==> config.mk <==
export PLATFORM = sky130hd
export DESIGN_NAME = adder_32_bit
export DESIGN_NICKNAME = d
export VERILOG_FILES = /design/src/rtl/adder_32_bit.sv
export SDC_FILE = /design/constraint.sdc
export NUM_CORES = 1
export LEC_CHECK = 0
export ABC_CLOCK_PERIOD_IN_PS = 800
export BUFFER_PORTS_ARGS = -buffer_cell sky130_fd_sc_hd__buf_2
export CAP_MARGIN = 20
export CORE_MARGIN = 2
export CORE_UTILIZATION = 48
export DETAILED_ROUTE_END_ITERATION = 7
export PLACE_DENSITY = 0.85
export SLEW_MARGIN = 30
export SYNTH_ARGS = -nofsm -noshare
export SYNTH_HDL_FRONTEND = slang
export SYNTH_SLANG_ARGS = --single-unit
==> constraint.sdc <==
create_clock -name clk -period 0.8 [get_ports clk]
set_input_delay 0.08 -clock clk [delete_from_list [all_inputs] [get_ports clk]]
set_output_delay 0.08 -clock clk [all_outputs]
set_load 0.02 [all_outputs]
==> src/rtl/adder_32_bit.sv <==
// Registered 32-bit two's-complement adder (A + B + carryin) with signed-overflow flag.
// Latency: 1 cycle, inputs sampled on rising clk, result held until the next edge.
// Backpressure: none. One addition accepted every cycle, no handshake.
//
// Ports:
//   clk       - clock, rising-edge active
//   rst_n     - asynchronous active-low reset, clears output1/overflow
//   input1    - operand A [31:0]
//   input2    - operand B [31:0]
//   carryin   - carry into bit 0
//   output1   - registered sum [31:0], modulo 2^32
//   overflow  - registered signed overflow (carry into bit 31 XOR carry out of bit 31)

// 4-bit carry-lookahead group: all internal carries come straight from g/p terms
// and the group carry-in, so each group costs one lookahead delay in the chain.
module adder_32_bit_cla4 (
   input  logic [3:0] a,
   input  logic [3:0] b,
   input  logic       cin,
   output logic [3:0] sum,
   output logic       cout
);

   logic [3:0] g;
   logic [3:0] p;
   logic [3:0] c;
   logic       grp_g;
   logic       grp_p;

   always_comb begin
      g = a & b;
      p = a ^ b;

      c[0] = cin;
      c[1] = g[0] | (p[0] & cin);
      c[2] = g[1] | (p[1] & g[0]) | (p[1] & p[0] & cin);
      c[3] = g[2] | (p[2] & g[1]) | (p[2] & p[1] & g[0]) | (p[2] & p[1] & p[0] & cin);

      // Group generate/propagate let the group carry-out skip the internal bits.
      grp_g = g[3] | (p[3] & g[2]) | (p[3] & p[2] & g[1]) | (p[3] & p[2] & p[1] & g[0]);
      grp_p = &p;

      cout = grp_g | (grp_p & cin);
      sum  = p ^ c;
   end

endmodule

module adder_32_bit (
   input  logic        clk,
   input  logic        rst_n,
   input  logic [31:0] input1,
   input  logic [31:0] input2,
   input  logic        carryin,
   output logic [31:0] output1,
   output logic        overflow
);

   // grp_carry[i] is the carry into group i; grp_carry[8] is the carry out of bit 31.
   logic [8:0]  grp_carry;
   logic [31:0] sum_next;
   logic        c31;
   logic        c32;
   logic        overflow_next;

   assign grp_carry[0] = carryin;

   genvar gi;
   generate
      for (gi = 0; gi < 8; gi++) begin : g_grp
         adder_32_bit_cla4 u_cla4 (
            .a    (input1[4*gi +: 4]),
            .b    (input2[4*gi +: 4]),
            .cin  (grp_carry[gi]),
            .sum  (sum_next[4*gi +: 4]),
            .cout (grp_carry[gi+1])
         );
      end
   endgenerate

   // Sum bit 31 is a31 ^ b31 ^ c31, so the carry into bit 31 falls out of it
   // without exporting internal carries from the top group.
   always_comb begin
      c32           = grp_carry[8];
      c31           = sum_next[31] ^ input1[31] ^ input2[31];
      overflow_next = c31 ^ c32;
   end

   always_ff @(posedge clk or negedge rst_n) begin
      if (!rst_n) begin
         output1  <= 32'h0000_0000;
         overflow <= 1'b0;
      end else begin
         output1  <= sum_next;
         overflow <= overflow_next;
      end
   end

endmodule

==> results.md, run 1 <==
- Pin count of the biggest net entering global routing: 34
- Depth of the CTS H-tree: 2
- Number of I/O port buffers: 99
- Worst endpoint type: sequential cell input
- Vertical die dimension: roughly 74 µm
- Combined area of all synthesized cells: 2370 µm²
- Gpl congestion: 0.918
- Initial cell density of the core: between 40% and 50%
- CTS Buf Count: 5
- Library cells used by synthesis: 41
- Die W: 74.3 µm
- Clock Sink Count: 33
- Number of rows created at floorplan: 25
- Max clock buf depth: 2
- Run Error: [ERROR DPL-0038] Utilization greater than 100%, impossible to legalize
- HPWL after detailed placement: 5670 µm
- Result of the run: stopped before the end
- Share of async-settable or async-resettable flops after synthesis: 100%
- Yosys warning total: 0
- Mean Syn Cell Area: ~10 µm²
- Last worst endpoint in the global-route repair_timing: output1[26]$_DFF_PN0_/D
- Number of register bits inferred by synthesis: 33
- Proportion of synthesized chip area in sequential cells: 34.8%
- Last stage the flow got to: global routing (5_1_grt)
- Number of placed instances, taps included: between 400 and 500
- Number of instances in the synthesized netlist: 234
- Clk root buf: sky130_fd_sc_hd__clkbuf_8
- Syn_nets: 341
- Most instantiated flip-flop cell in the synthesis netlist: sky130_fd_sc_hd__dfrtp_1
- Boundary pin count: 100
- Number of enable flip-flop cells after synthesis: 0
-- synthesized netlist by cell type (all sizes together) (3+ instances only) --
master / number / area [µm²]
o211ai: 4 / 30.0
a21o: 7 / 52.6
nand3: 10 / 50.1
xnor2: 10 / 87.6
a21oi: 18 / 90.1
o21ai: 12 / 60.1
nor2: 14 / 52.6
fa: 8 / 160
inv: 11 / 41.3
a211oi: 4 / 35.0
and3: 5 / 31.3
nand4: 7 / 50.1
nand2b: 5 / 31.3
dfrtp: 33 / 826
nand2: 14 / 55.1
nor3: 7 / 40.0
xor2: 12 / 105
a21boi: 3 / 22.5
ha: 32 / 400
-- cells by family after synthesis --
group	count (synthesis)	share of synthesized area, %
AND/OR/NAND/NOR	69	15.4
AO/OA/AOI/OAI	57	15.9
adder cells (fa/ha/maj)	40	23.6
flip-flops	33	34.8
XOR/XNOR	22	8.13
buffers and inverters	13	2.11
-- what timing repair did --
action,in CTS
gates resized for setup,130
hold buffers,1
setup endpoints to repair,63
endpoints found under the hold margin,33
setup buffers,19
pin swaps,42
-- through the flow --
step / hold slack [ns] / instance area (µm²) / setup slack [ns]
2_1_floorplan: -0.216 / 2670 / -1.20
3_3_place_gp: 0.0511 / 3800 / -1.39
3_5_place_dp: 0.0531 / 3800 / -1.45
4_1_cts: 0.105 / 4500 / -1.05
==> run 2: changes to the inputs <==
--- a/config.mk
+++ b/config.mk
@@ -9,9 +9,9 @@
 export BUFFER_PORTS_ARGS = -buffer_cell sky130_fd_sc_hd__buf_2
 export CAP_MARGIN = 20
 export CORE_MARGIN = 2
-export CORE_UTILIZATION = 48
+export CORE_UTILIZATION = 40
 export DETAILED_ROUTE_END_ITERATION = 7
-export PLACE_DENSITY = 0.85
+export PLACE_DENSITY_LB_ADDON = 0.15
 export SLEW_MARGIN = 30
 export SYNTH_ARGS = -nofsm -noshare
 export SYNTH_HDL_FRONTEND = slang
==> run 2 against run 1 <==
The flow now finishes, with violations (setup timing). Synthesized cell count unchanged. Area after synthesis is the same.
==> results.md, run 2 <==
- Result of the run: complete, but fails checks
- List of most frequent post-synthesis cells: 33 x sky130_fd_sc_hd__dfrtp_1, 32 x sky130_fd_sc_hd__ha_1, 18 x sky130_fd_sc_hd__a21oi_1
- Relative slew slack: 61.7%
- Clk slew on worst S/H paths: around 0.070 ns
- Most instantiated flip-flop cell in the synthesis netlist: sky130_fd_sc_hd__dfrtp_1
- Violated checks: setup timing
- Pin count of the biggest net entering global routing: 34
- Antenna viol nets, final: 0
- DR WL/cell: 14.4 µm
- Share of async-settable or async-resettable flops after synthesis: 100%
- Met2 WL: 3970 µm
- Post-detailed-route via-to-cell ratio: between 5 and 6
- Gpl congestion: slightly below 0.8
- HPWL after detailed placement: 5170 µm
- Share of cells above drive strength 1: 65.9%
- Largest fanout on the critical path: 3
- Top cells by area in the synthesized netlist: sky130_fd_sc_hd__dfrtp_1 35%, sky130_fd_sc_hd__ha_1 17%, sky130_fd_sc_hd__fa_1 6.8%
- Max-Cap Viols: 0
- Antenna violations before repair: 0
- CTS Buf Count: 5
- Filler Cells Inserted: 375
- Routed wire length: 7230 µm
- Tot GR Track Use: 21.1%
- Xor and xnor fraction of the mapped netlist area: 8.13%
- Worst Setup Start Kind: input port
- Router iterations before antenna repair: 4
- Worst Hold Endpoint: output1[7]
- Initial cell density of the core: between 40% and 50%
- Number of flip-flops in the largest register: 32
- Worst path setup slack after routing: -1.02 ns
- Depth of the CTS H-tree: 2
- Clock Sink Count: 33
- Fraction of the mapped netlist area in compound gates: 15.9%
- Core area: 5820 µm²
- Max clock buf depth: 2
- Proportion of synthesized chip area in sequential cells: a little over a third
- Transition time at the pin with the least slew margin: 0.568 ns
- Yosys warning total: 0
- Clk root buf: sky130_fd_sc_hd__clkbuf_8
- Tmin final: 1.82 ns
- Adder-Cell Fraction of Synth Area: 23.6%
- Area delta synth->final: 95.9%
- Top cell type by total area after synthesis: sky130_fd_sc_hd__dfrtp_1
- Post-synthesis share of cell area spent on and, or, nand and nor gates: 15.4%
- FMAX: 0.549 GHz
- Largest Register: output1
- Detailed-routed wire length on met3: 419 µm
- Worst hold path cell count: 3
- Mean Syn Cell Area: 10.1 µm²
- Design area: 4650 µm²
- Die area: 6560 µm²
- Met1 Routed Length: 2640 µm
- Library cells used by synthesis: 41
- Number of I/O port buffers: 99
- Data required time at the worst endpoint: 0.96 ns
- Number of vias in the routed layout: about 2.6k
- Post-route total power: 7.26 mW
- Commonest non-fill, non-tap cell in the layout: sky130_fd_sc_hd__buf_4
- Global-route wire length before repair: 10700 µm
- DRC marker count from the first detailed-route iteration: 53
- Area of placed instances: 3760 µm²
- Syn_nets: 341
- Highest ir drop seen on vdd: 1.07 mV
- Crit path arrival time: around 2.0 ns
- Count of final max-slew check failures: 0
- Vias in the first global route: 2501
- Crit share post-route: 228%
- Top flop regs: output1: 32 flops, overflow: 1 flops
- Number of rows created at floorplan: 28
- Dominant combinational cell family by area after synthesis: adder cells
- Combined area of all synthesized cells: about 2400 µm²
- Final Hold Viols: 0
- Path category of the worst min-delay check: input port to flip-flop
- Final number of setup-violating endpoints: 64
- Proportion of netlist area held by the largest area contributor: about a third
- Vertical die dimension: ~80 µm
- Boundary pin count: 100
- Category of the worst setup path capture point: flip-flop
- Startpoint of the tightest hold check path: input1[7]
- Dominant cell by count in the synthesized netlist: sky130_fd_sc_hd__dfrtp_1
- Total power density per cell area: around 1600 nW/µm²
- TritonCTS clock tree: built
- Classification of the worst setup path: input port to flip-flop
- Leakage power of the design: 2.18 nW
- Total overflow reported by the global router: 0
- Uppermost layer routed: met4
- Nets@finish: 534
- Number of register bits inferred by synthesis: 33
- Pre-CTS setup slack: -1.45 ns
- Final core utilization: 79.9%
- Number of instances in the synthesized netlist: 234
- Number of inserted diodes: 0
- Number of enable flip-flop cells after synthesis: 0
- RSZ-0062 raised after global routing: yes
- Share of synthesized area spent on multiplexers: 0%
- Accumulated negative setup slack: -24.34 ns
- DRC: 0
- Most used cells in the layout excluding fill and tap cells: 81 x sky130_fd_sc_hd__buf_4, 59 x sky130_fd_sc_hd__buf_6, 46 x sky130_fd_sc_hd__buf_2
- Die W: 81.0 µm
run 2: cell counts after synthesis:
Identical to the previous run, type by type.
run 2: layer usage:
layer,track usage (%),vias up
li1,-,1232
met3,5.11,19
met5,0,-
met1,22.8,1230
met2,39.6,74
met4,8.14,0
run 2: how the worst max path moves through the flow:
stage / cells past startpoint / start / to / slack [ns]
floorplan: 10 / input2[11] / output1[24] / -1.20
detailed placement: 11 / input2[9] / output1[24] / -1.45
CTS: 12 / input1[6] / output1[12] / -0.99
finish: 11 / input1[19] / output1[24] / -1.02
global placement: 11 / input2[9] / output1[24] / -1.42
global route: 11 / input1[19] / output1[24] / -1.16
run 2: final cells by class:
cell class	instances	area, µm²	share of cell area, %
inverter	11	41.3	0.889
sequential	33	826	17.8
clock inverter	2	10.0	0.215
clock buffer	6	72.6	1.56
multi-input combinational	188	2070	44.5
timing repair buffer	188	1530	33.0
tap	75	93.8	2.02
run 2: worst max-delay path, cell delays in order:
cell	delay, ns
sky130_fd_sc_hd__buf_6	0.10
sky130_fd_sc_hd__ha_4	0.28
sky130_fd_sc_hd__nand4_4	0.13
sky130_fd_sc_hd__nor4_4	0.34
sky130_fd_sc_hd__nand3_2	0.13
sky130_fd_sc_hd__nand3_2	0.10
sky130_fd_sc_hd__nand3_2	0.09
sky130_fd_sc_hd__a21boi_2	0.15
sky130_fd_sc_hd__o21ai_1	0.07
sky130_fd_sc_hd__nand2b_1	0.09
sky130_fd_sc_hd__fa_2	0.42
run 2: what timing repair did:
item                       CTS  global route
hold endpoints to repair    33             0
pin swaps                   46            44
resized for setup          118            39
setup endpoints to repair   63            64
buffers inserted            12            12
hold buffers                 1             0
run 2: power by group:
part	internal (mW)	leakage, nW	switching (mW)
Clock	0.603	0.0450	0.612
Sequential	2.03	0.384	0.178
Combinational	2.07	1.75	1.77
run 2: cell families (layout without fill, tap and decap cells):
family                   after synthesis  after routing
buffers and inverters                 13            207
flip-flops                            33             33
AO/OA/AOI/OAI                         57             57
AND/OR/NAND/NOR                       69             69
adder cells (fa/ha/maj)               40             40
XOR/XNOR                              22             22
run 2: metrics by stage:
step,instances,hold WS [ns]
global placement,473,0.0529
detailed placement,473,0.0564
CTS,494,0.108
finish,503,0.132
floorplan,234,-0.216
global route,503,0.123
Power figures use the tool's default switching activity.
